$ cat config.mk
export PLATFORM = sky130hd
export DESIGN_NAME = rx_ctrl
export DESIGN_NICKNAME = d
export VERILOG_FILES = /design/src/rtl/uart_pkg.sv /design/src/rtl/sync_2ff.sv /design/src/rtl/rx_ctrl.sv
export SDC_FILE = /design/constraint.sdc
export NUM_CORES = 1
export LEC_CHECK = 0
export ABC_AREA = 1
export BUFFER_PORTS_ARGS = -buffer_cell sky130_fd_sc_hd__buf_2
export CAP_MARGIN = 5
export CELL_PAD_IN_SITES_DETAIL_PLACEMENT = 0
export CELL_PAD_IN_SITES_GLOBAL_PLACEMENT = 2
export CORE_UTILIZATION = 34
export DETAILED_ROUTE_END_ITERATION = 6
export PLACE_DENSITY_LB_ADDON = 0.08
export RECOVER_POWER = 50
export SLEW_MARGIN = 20
export SYNTH_ARGS = -nofsm -noshare
export SYNTH_HDL_FRONTEND = slang
export SYNTH_SLANG_ARGS = --single-unit
$ cat constraint.sdc
create_clock -name clk -period 2.8 [get_ports clk]
set_input_delay 0.28 -clock clk [delete_from_list [all_inputs] [get_ports clk]]
set_output_delay 0.28 -clock clk [all_outputs]
set_load 0.05 [all_outputs]
$ cat src/rtl/uart_pkg.sv
// rtl/uart_pkg.sv - shared UART receive constants, FSM state type and vote helper
package uart_pkg;

  localparam int OVS   = 16;
  localparam int NBITS = 10;
  localparam int SMP0  = 7;
  localparam int SMP1  = 8;
  localparam int SMP2  = 9;

  typedef enum logic [2:0] {
    ST_IDLE,
    ST_START,
    ST_DATA,
    ST_STOP,
    ST_CHECK,
    ST_BREAK
  } rx_state_e;

  function automatic logic maj3(input logic a, input logic b, input logic c);
    return (a & b) | (a & c) | (b & c);
  endfunction

endpackage

$ cat src/rtl/sync_2ff.sv
// rtl/sync_2ff.sv - two-flop synchronizer; resets to the idle-high line level
module sync_2ff (
  input  logic clk,
  input  logic reset_n,
  input  logic d,
  output logic q
);

  logic meta_q;
  logic sync_q;

  always_ff @(posedge clk or negedge reset_n) begin
    if (!reset_n) begin
      meta_q <= 1'b1;
      sync_q <= 1'b1;
    end else begin
      meta_q <= d;
      sync_q <= meta_q;
    end
  end

  assign q = sync_q;

endmodule

$ cat src/rtl/rx_ctrl.sv
// rtl/rx_ctrl.sv - UART receive control: start detect, 3-sample majority vote,
// shift-register sequencing and frame check.
module rx_ctrl #(
  parameter int OVS   = uart_pkg::OVS,
  parameter int NBITS = uart_pkg::NBITS
) (
  input  logic             clk,
  input  logic             reset_n,
  input  logic             rx_in,
  input  logic             baud_tick,
  input  logic [NBITS-1:0] sipo_data,
  output logic             rx_bit,
  output logic             shift,
  output logic             sample_done,
  output logic [7:0]       data_out,
  output logic             data_valid,
  output logic             frame_err,
  output logic             busy
);
  import uart_pkg::*;

  localparam int TW = $clog2(OVS);
  localparam int BW = $clog2(NBITS + 1);

  logic rxs;

  sync_2ff u_sync (
    .clk     (clk),
    .reset_n (reset_n),
    .d       (rx_in),
    .q       (rxs)
  );

  rx_state_e     state_q, state_d;
  logic [TW-1:0] tick_q, tick_d;
  logic [BW-1:0] bit_q, bit_d;
  logic          s0_q, s0_d, s1_q, s1_d;
  logic          rx_bit_q, rx_bit_d;
  logic          sd_q, sd_d;
  logic [7:0]    data_q, data_d;
  logic          valid_q, valid_d;
  logic          ferr_q, ferr_d;
  logic          shift_q, shift_d;
  logic          busy_q, busy_d;

  logic in_bit, wrap, at_vote, vote;

  assign in_bit  = (state_q == ST_START) || (state_q == ST_DATA) || (state_q == ST_STOP);
  assign wrap    = (tick_q == TW'(OVS - 1));
  assign at_vote = in_bit && baud_tick && (tick_q == TW'(SMP2));
  // third sample is taken straight from rxs so the vote lands on the capture edge
  assign vote    = maj3(s0_q, s1_q, rxs);

  always_comb begin
    state_d  = state_q;
    tick_d   = tick_q;
    bit_d    = bit_q;
    s0_d     = s0_q;
    s1_d     = s1_q;
    rx_bit_d = rx_bit_q;
    sd_d     = 1'b0;
    data_d   = data_q;
    ferr_d   = ferr_q;
    valid_d  = 1'b0;

    if (in_bit && baud_tick) begin
      tick_d = wrap ? '0 : tick_q + 1'b1;
      if (tick_q == TW'(SMP0)) s0_d = rxs;
      if (tick_q == TW'(SMP1)) s1_d = rxs;
    end

    case (state_q)
      ST_IDLE: begin
        if (baud_tick && !rxs) begin
          state_d = ST_START;
          tick_d  = '0;
          bit_d   = '0;
        end
      end
      ST_START, ST_DATA, ST_STOP: begin
        if (at_vote) begin
          if (state_q == ST_START && vote) begin
            state_d = ST_IDLE;
          end else begin
            rx_bit_d = vote;
            sd_d     = 1'b1;
            bit_d    = bit_q + 1'b1;
          end
        end else if (state_q == ST_STOP) begin
          // leave mid stop bit so the next start edge is never missed
          if (sd_q) state_d = ST_CHECK;
        end else if (baud_tick && wrap) begin
          state_d = (state_q == ST_START || bit_q != BW'(NBITS - 1)) ? ST_DATA : ST_STOP;
        end
      end
      ST_CHECK: begin
        data_d  = sipo_data[NBITS-2:1];
        ferr_d  = ~sipo_data[NBITS-1] | sipo_data[0];
        valid_d = 1'b1;
        state_d = rxs ? ST_IDLE : ST_BREAK;
      end
      ST_BREAK: begin
        if (rxs) state_d = ST_IDLE;
      end
      default: state_d = ST_IDLE;
    endcase

    shift_d = (state_d == ST_START) || (state_d == ST_DATA) || (state_d == ST_STOP);
    busy_d  = (state_d != ST_IDLE);
  end

  always_ff @(posedge clk or negedge reset_n) begin
    if (!reset_n) begin
      state_q  <= ST_IDLE;
      tick_q   <= '0;
      bit_q    <= '0;
      s0_q     <= 1'b0;
      s1_q     <= 1'b0;
      rx_bit_q <= 1'b1;
      sd_q     <= 1'b0;
      data_q   <= 8'h00;
      valid_q  <= 1'b0;
      ferr_q   <= 1'b0;
      shift_q  <= 1'b0;
      busy_q   <= 1'b0;
    end else begin
      state_q  <= state_d;
      tick_q   <= tick_d;
      bit_q    <= bit_d;
      s0_q     <= s0_d;
      s1_q     <= s1_d;
      rx_bit_q <= rx_bit_d;
      sd_q     <= sd_d;
      data_q   <= data_d;
      valid_q  <= valid_d;
      ferr_q   <= ferr_d;
      shift_q  <= shift_d;
      busy_q   <= busy_d;
    end
  end

  assign rx_bit      = rx_bit_q;
  assign shift       = shift_q;
  assign sample_done = sd_q;
  assign data_out    = data_q;
  assign data_valid  = valid_q;
  assign frame_err   = ferr_q;
  assign busy        = busy_q;

endmodule

## Yosys cells after proc, flatten, opt, wreduce, memory -nomap -nowiden

Index checks and enable logic that the tools add are counted.

- Word-level logic and storage cells: 81
- Register bits after elaboration: 29
- Input port bits: 14
- Output and inout bits: 14

- Eq/ne operators: 16
- Bitwise operators: 8
- Reductions and logical operators: 19
- Add/sub/neg operators: 2
- Multiplexer cells: 22

Operators by type and width:

| operator | count |
|---|---|
| $mux 4 | 7 |
| $mux 3 | 8 |
| $eq 3x2->1 const B | 4 |
| $eq 4x4->1 const B | 3 |
| $pmux 3 s4 | 1 |
| $add 4x1->4 const B | 2 |
| $pmux 4 s2 | 1 |
| $eq 3x1->1 const B | 2 |
| $eq 3x3->1 const B | 2 |
| $ne 2x2->1 const B | 3 |
| $logic_and 1x1->1 | 5 |
| $logic_or 1x1->1 | 5 |
| $mux 1 | 5 |
| $eq 4x3->1 const B | 1 |
| $ne 4x4->1 const B | 1 |
| $reduce_and 2->1 | 2 |
| $reduce_and 4->1 | 1 |
| $and 1x1->1 | 3 |
| $logic_not 3->1 | 1 |
| $or 1x1->1 | 3 |
| $reduce_and 3->1 | 1 |
| $reduce_bool 3->1 | 1 |
| $reduce_or 3->1 | 1 |
| $not 1->1 | 2 |
| other kinds (2) | 2 |

## Longest topological paths before layout

- Depth after elaboration: 10
- Depth in mapped cells: 10
- Mapped depth without buffers: 10

## By module

A second synthesis with hierarchy kept.

- Cells, all modules: 170
- Area total of the unflattened synthesis: 1410.1 um2

By module, submodules not included:

| module | times used | area an instance (um2) | seq. area each (um2) | cells each |
|---|---|---|---|---|
| rx_ctrl | 1 | 1357.6 | 676.9 | 168 |
| sync_2ff | 1 | 52.6 | 52.6 | 2 |

## Least setup slack after synthesis

OpenSTA, ideal clock, no wires.

- Path type: flip-flop to flip-flop
- Start point: reg sd_q (netlist: sample_done)
- End point: reg busy_q (netlist: busy)
- Data arrival time: 1.213 ns
- Library setup time: 0.122 ns
- Data required time: 2.678 ns
- Cell stages (with the launch flop): 8
- Path slack: 1.466 ns
- Period minus slack after synthesis: 1.334 ns
- Buffers on the path: 0
- Path through: dfrtp_1 nand4_1 nand2_1 nor2_1 nand2_1 nand3_2 nor2_2 nand2_1

- Cells in the longest elaborated chain, start to end: 5

Ends and longest elaborated chain:

| what | RTL line | RTL |
|---|---|---|
| from (decl) | rx_ctrl.sv:39 | `logic sd_q, sd_d;` |
| from (signal assigned) | rx_ctrl.sv:120 | `sd_q <= 1'b0;` |
| from (signal assigned) | rx_ctrl.sv:133 | `sd_q <= sd_d;` |
| $mux 3 | rx_ctrl.sv:91 | `if (sd_q) state_d = ST_CHECK;` |
| $mux 3 | rx_ctrl.sv:89 | `end else if (state_q == ST_STOP) begin` |
| $mux 3 | rx_ctrl.sv:81 | `if (at_vote) begin` |
| $pmux 3 s4 | rx_ctrl.sv:72 | `case (state_q)` |
| via state_d[0] | rx_ctrl.sv:34 | `rx_state_e state_q, state_d;` |
| $reduce_bool 3->1 | rx_ctrl.sv:109 | `busy_d = (state_d != ST_IDLE);` |
| via busy_d | rx_ctrl.sv:44 | `logic busy_q, busy_d;` |
| to (signal assigned) | rx_ctrl.sv:138 | `busy_q <= busy_d;` |
| to (decl) | rx_ctrl.sv:44 |  |

The timed path passes the listed nets, and every way through them passes these cells.
A chain may end at the register's enable or synchronous reset.

## Worst setup path after layout

- Start point: reg state_q[0]
- End point: reg data_q[6] (netlist: data_out[6])

- Cells in the longest elaborated chain, start to end: 1

Ends and longest elaborated chain:

| what | RTL line | RTL |
|---|---|---|
| from (decl) | rx_ctrl.sv:34 |  |
| from (signal assigned) | rx_ctrl.sv:127 | `state_q <= state_d;` |
| $eq 3x3->1 | rx_ctrl.sv:72 |  |
| to (signal assigned) | rx_ctrl.sv:134 | `data_q <= data_d;` |
| to (decl) | rx_ctrl.sv:40 | `logic [7:0] data_q, data_d;` |

No other way between the ends.

==> flow_summary.yaml <==
floorplan:
  die_area_um2: 4320
  io_pins: 28
  start_util_pct: 36.6
  coreArea_um2: 3770
  die_y_um: 65.7
  row_count: 22
  fp.dieW_um: 65.7
power_and_ir_drop:
  p_leak_uw: 0.000815
  combPwrFrac_pct: 19.1
  swShare_pct: 31.1
  p_int_uw: 698
  p_switching_uw: 315
  peakVddDrop_mv: 0.257
  power.density_nw_per_um2: 614
  seqPwrFrac_pct: 47.5
  clockPowerShare_pct: 33.4
layout:
  finalNetCount: 215
  drive_gt1_share_pct: 23.0
  diodes: 0
  area_growth_pct: 19.5
grt:
  grtUsageTotal_pct: 15.4
  grt_overflow: 0
  antenna_found_initial: 0
  grt_pass1_vias: 1118
  grt_max_degree: 30
  grt_first_pass_wirelength_mm: 4.89
route:
  wire_per_inst_um: 11.5
  ant_nets: 0
  drt_iter0_drc: 61
  vias: 1095
  route.detailed.drc: 0
  viasPerCell: 4.49
  finalWirelength_mm: 2.81
  drt_pass1_iterations: 4
sta:
  rsz0062_at_grt: "false"
  setup_slack_ps: 1070
  max_freq_ghz: 0.578
  min_period_ps: 1730
  fin_setup_tns_ps: 0
  fin_crit_sh_pct: 61.8
  fin_skew_ps: 7.26
  relSlewSlack_pct: -2.10
  finalMaxSlewViolations: 30
  setup_viol: 0
  worst_slew_pin_slew_ps: 1530
  hold_violations: 0
clocking:
  htreeDepth: 2
  clock_path_buffers: 2
  ctsRootBufferMaster: "clkbuf_8"
  cts_buffers: 5
  clock_sinks: 29
  cts-resized-gates: 0
  clk_pin_slew_worst_paths_ps: 60
  cts_hold_buf: 0
  cts_setup_buffers: 0
  tritoncts: "done"
  clock_latency_ps: 270
yosys:
  synth_cell_type_count: 24
  netlist_instances: 163
  syn-num-nets: 182
  synth_area_um2: 1380
  synth-seq-cells: 29
  seq_area_frac_synth_pct: 52.8
  ys_warn_count: 0
  postSynthAreaPerCell_um2: 8.47
job:
  drv_cap: 1
status:
  violations: "capacitance limit, slew limit"
  status: "finished with violations"
setup_path:
  worstSetupPathType: "reg2reg"
  cp.arrival_ps: 1890
  worst_setup_path_end_kind: "flip-flop"
  start_kind: "flip-flop"
  required_ps: 2960
  path_max_fanout: 12
placement:
  portBuffers: 27
  place_congestion: 0.853
  dpl.hpwl_mm: 2.15
  dp_slack_ps: 1020
worst_hold_path:
  min_path_type: "in2reg"
worst paths after layout:
path / end / slack, ps / cells after the start / start
worst max-delay path: data_out[6] / 1070 / 6 / state_q[0]
worst min-delay path: u_sync.meta_q / 110 / 1 / rx_in
worst max register to register: data_out[6] / 1070 / 6 / state_q[0]
worst min register to register: u_sync.q / 360 / 0 / u_sync.meta_q
max in group asynchronous: frame_err / 1530 / 1 / reset_n
min in group asynchronous: tick_q[0] / 370 / 1 / reset_n
per-layer routing:
layer  share of wire, %  GRT usage [%]
met5                  0              0
met3                3.0           3.65
met4                2.1           8.15
met2                 45           23.7
met1                 49           19.8
cell usage after synthesis:
library cell  instances  area, um2
nor2_4                1       11.3
dfrtp_1              26        651
a21oi_1               3       15.0
o21ai_0               9       45.0
nand3_1               7       35.0
ha_1                  5       62.6
nor3_1                5       25.0
nand4_1               2       12.5
or2_4                 1       8.76
nor3b_1               1       7.51
nand3_4               1       17.5
nor2_1               14       52.6
buf_2                 1       5.00
nand3_2               1       10.0
nor2_2                3       18.8
o211ai_2              1       12.5
inv_2                 5       18.8
dfstp_2               3       78.8
a31oi_1               1       6.26
inv_1                16       60.1
or2_2                 1       6.26
nand2_1              54        203
o31ai_1               1       7.51
nand2_4               1       11.3
cells in the final DEF, fill, tap and decap left out:
cell type	instances
nor2_4	1
o31ai_1	1
nand2_4	1
nor2_2	3
a21oi_1	3
o21ai_0	9
nand4_1	2
nor3b_1	1
nor2_1	14
inv_2	5
nor3_1	5
or2_2	1
nand2_1	54
clkbuf_8	6
dfstp_2	3
o211ai_2	1
inv_1	16
clkbuf_1	7
dfrtp_1	26
ha_1	5
buf_2	21
nand3_2	1
nand3_1	7
nand3_4	1
or2_4	1
a31oi_1	1
final cells by class:
| class | count | area [um2] |
|---|---|---|
| clock buffers | 7 | 86.3 |
| fillers | 389 | 2120 |
| inverters | 21 | 78.8 |
| multi-input cells | 112 | 568 |
| flip-flops and latches | 29 | 729 |
| well taps | 48 | 60.1 |
| repair buffers | 27 | 128 |
sequential cells by signal (all words and copies together), names as in the netlist:
signal	count
tick_q	4
rx_bit	1
bit_q	4
busy	1
frame_err	1
u_sync.q	1
shift	1
state_q	3
s1_q	1
data_out	8
s0_q	1
sample_done	1
u_sync.meta_q	1
data_valid	1
power groups by stage:
stage	combinational [uW]	clock [uW]	sequential (uW)
detailed placement	200	0	487
global route	216	365	486
floorplan	64.9	0	561
global placement	198	0	487
finish	194	338	481
CTS	200	353	481
metrics by stage:
| stage | std cells | instance area, um2 | util, % | hold slack, ps | total power [uW] |
|---|---|---|---|---|---|
| finish | 244 | 1650 | 43.8 | 106 | 1010 |
| global route | 244 | 1650 | 43.8 | 88.1 | 1070 |
| CTS | 244 | 1660 | 44.0 | 42.4 | 1030 |
| detailed placement | 237 | 1570 | 41.7 | 346 | 687 |
| global placement | 237 | 1570 | 41.7 | 343 | 684 |
| floorplan | 163 | 1380 | - | -15.6 | 626 |
worst max-delay path, cell delays in order, from the launching register on:
cell and delay [ps]:
dfrtp_1 430, inv_2 90, nand2_4 70, nor2_1 550, inv_1 290, nand2_1 120
nand2_1 50
logic make-up (layout without fill, tap and decap cells):
group                    count (synthesis)  count (layout)  synth area share, %
AO/OA/AOI/OAI                           15              15                 6.25
adder cells (fa/ha/maj)                  5               5                 4.53
buffers and inverters                   22              55                 6.07
flip-flops                              29              29                 52.8
AND/OR/NAND/NOR                         92              92                 30.3
No activity file was read; power rests on OpenSTA's default activity.
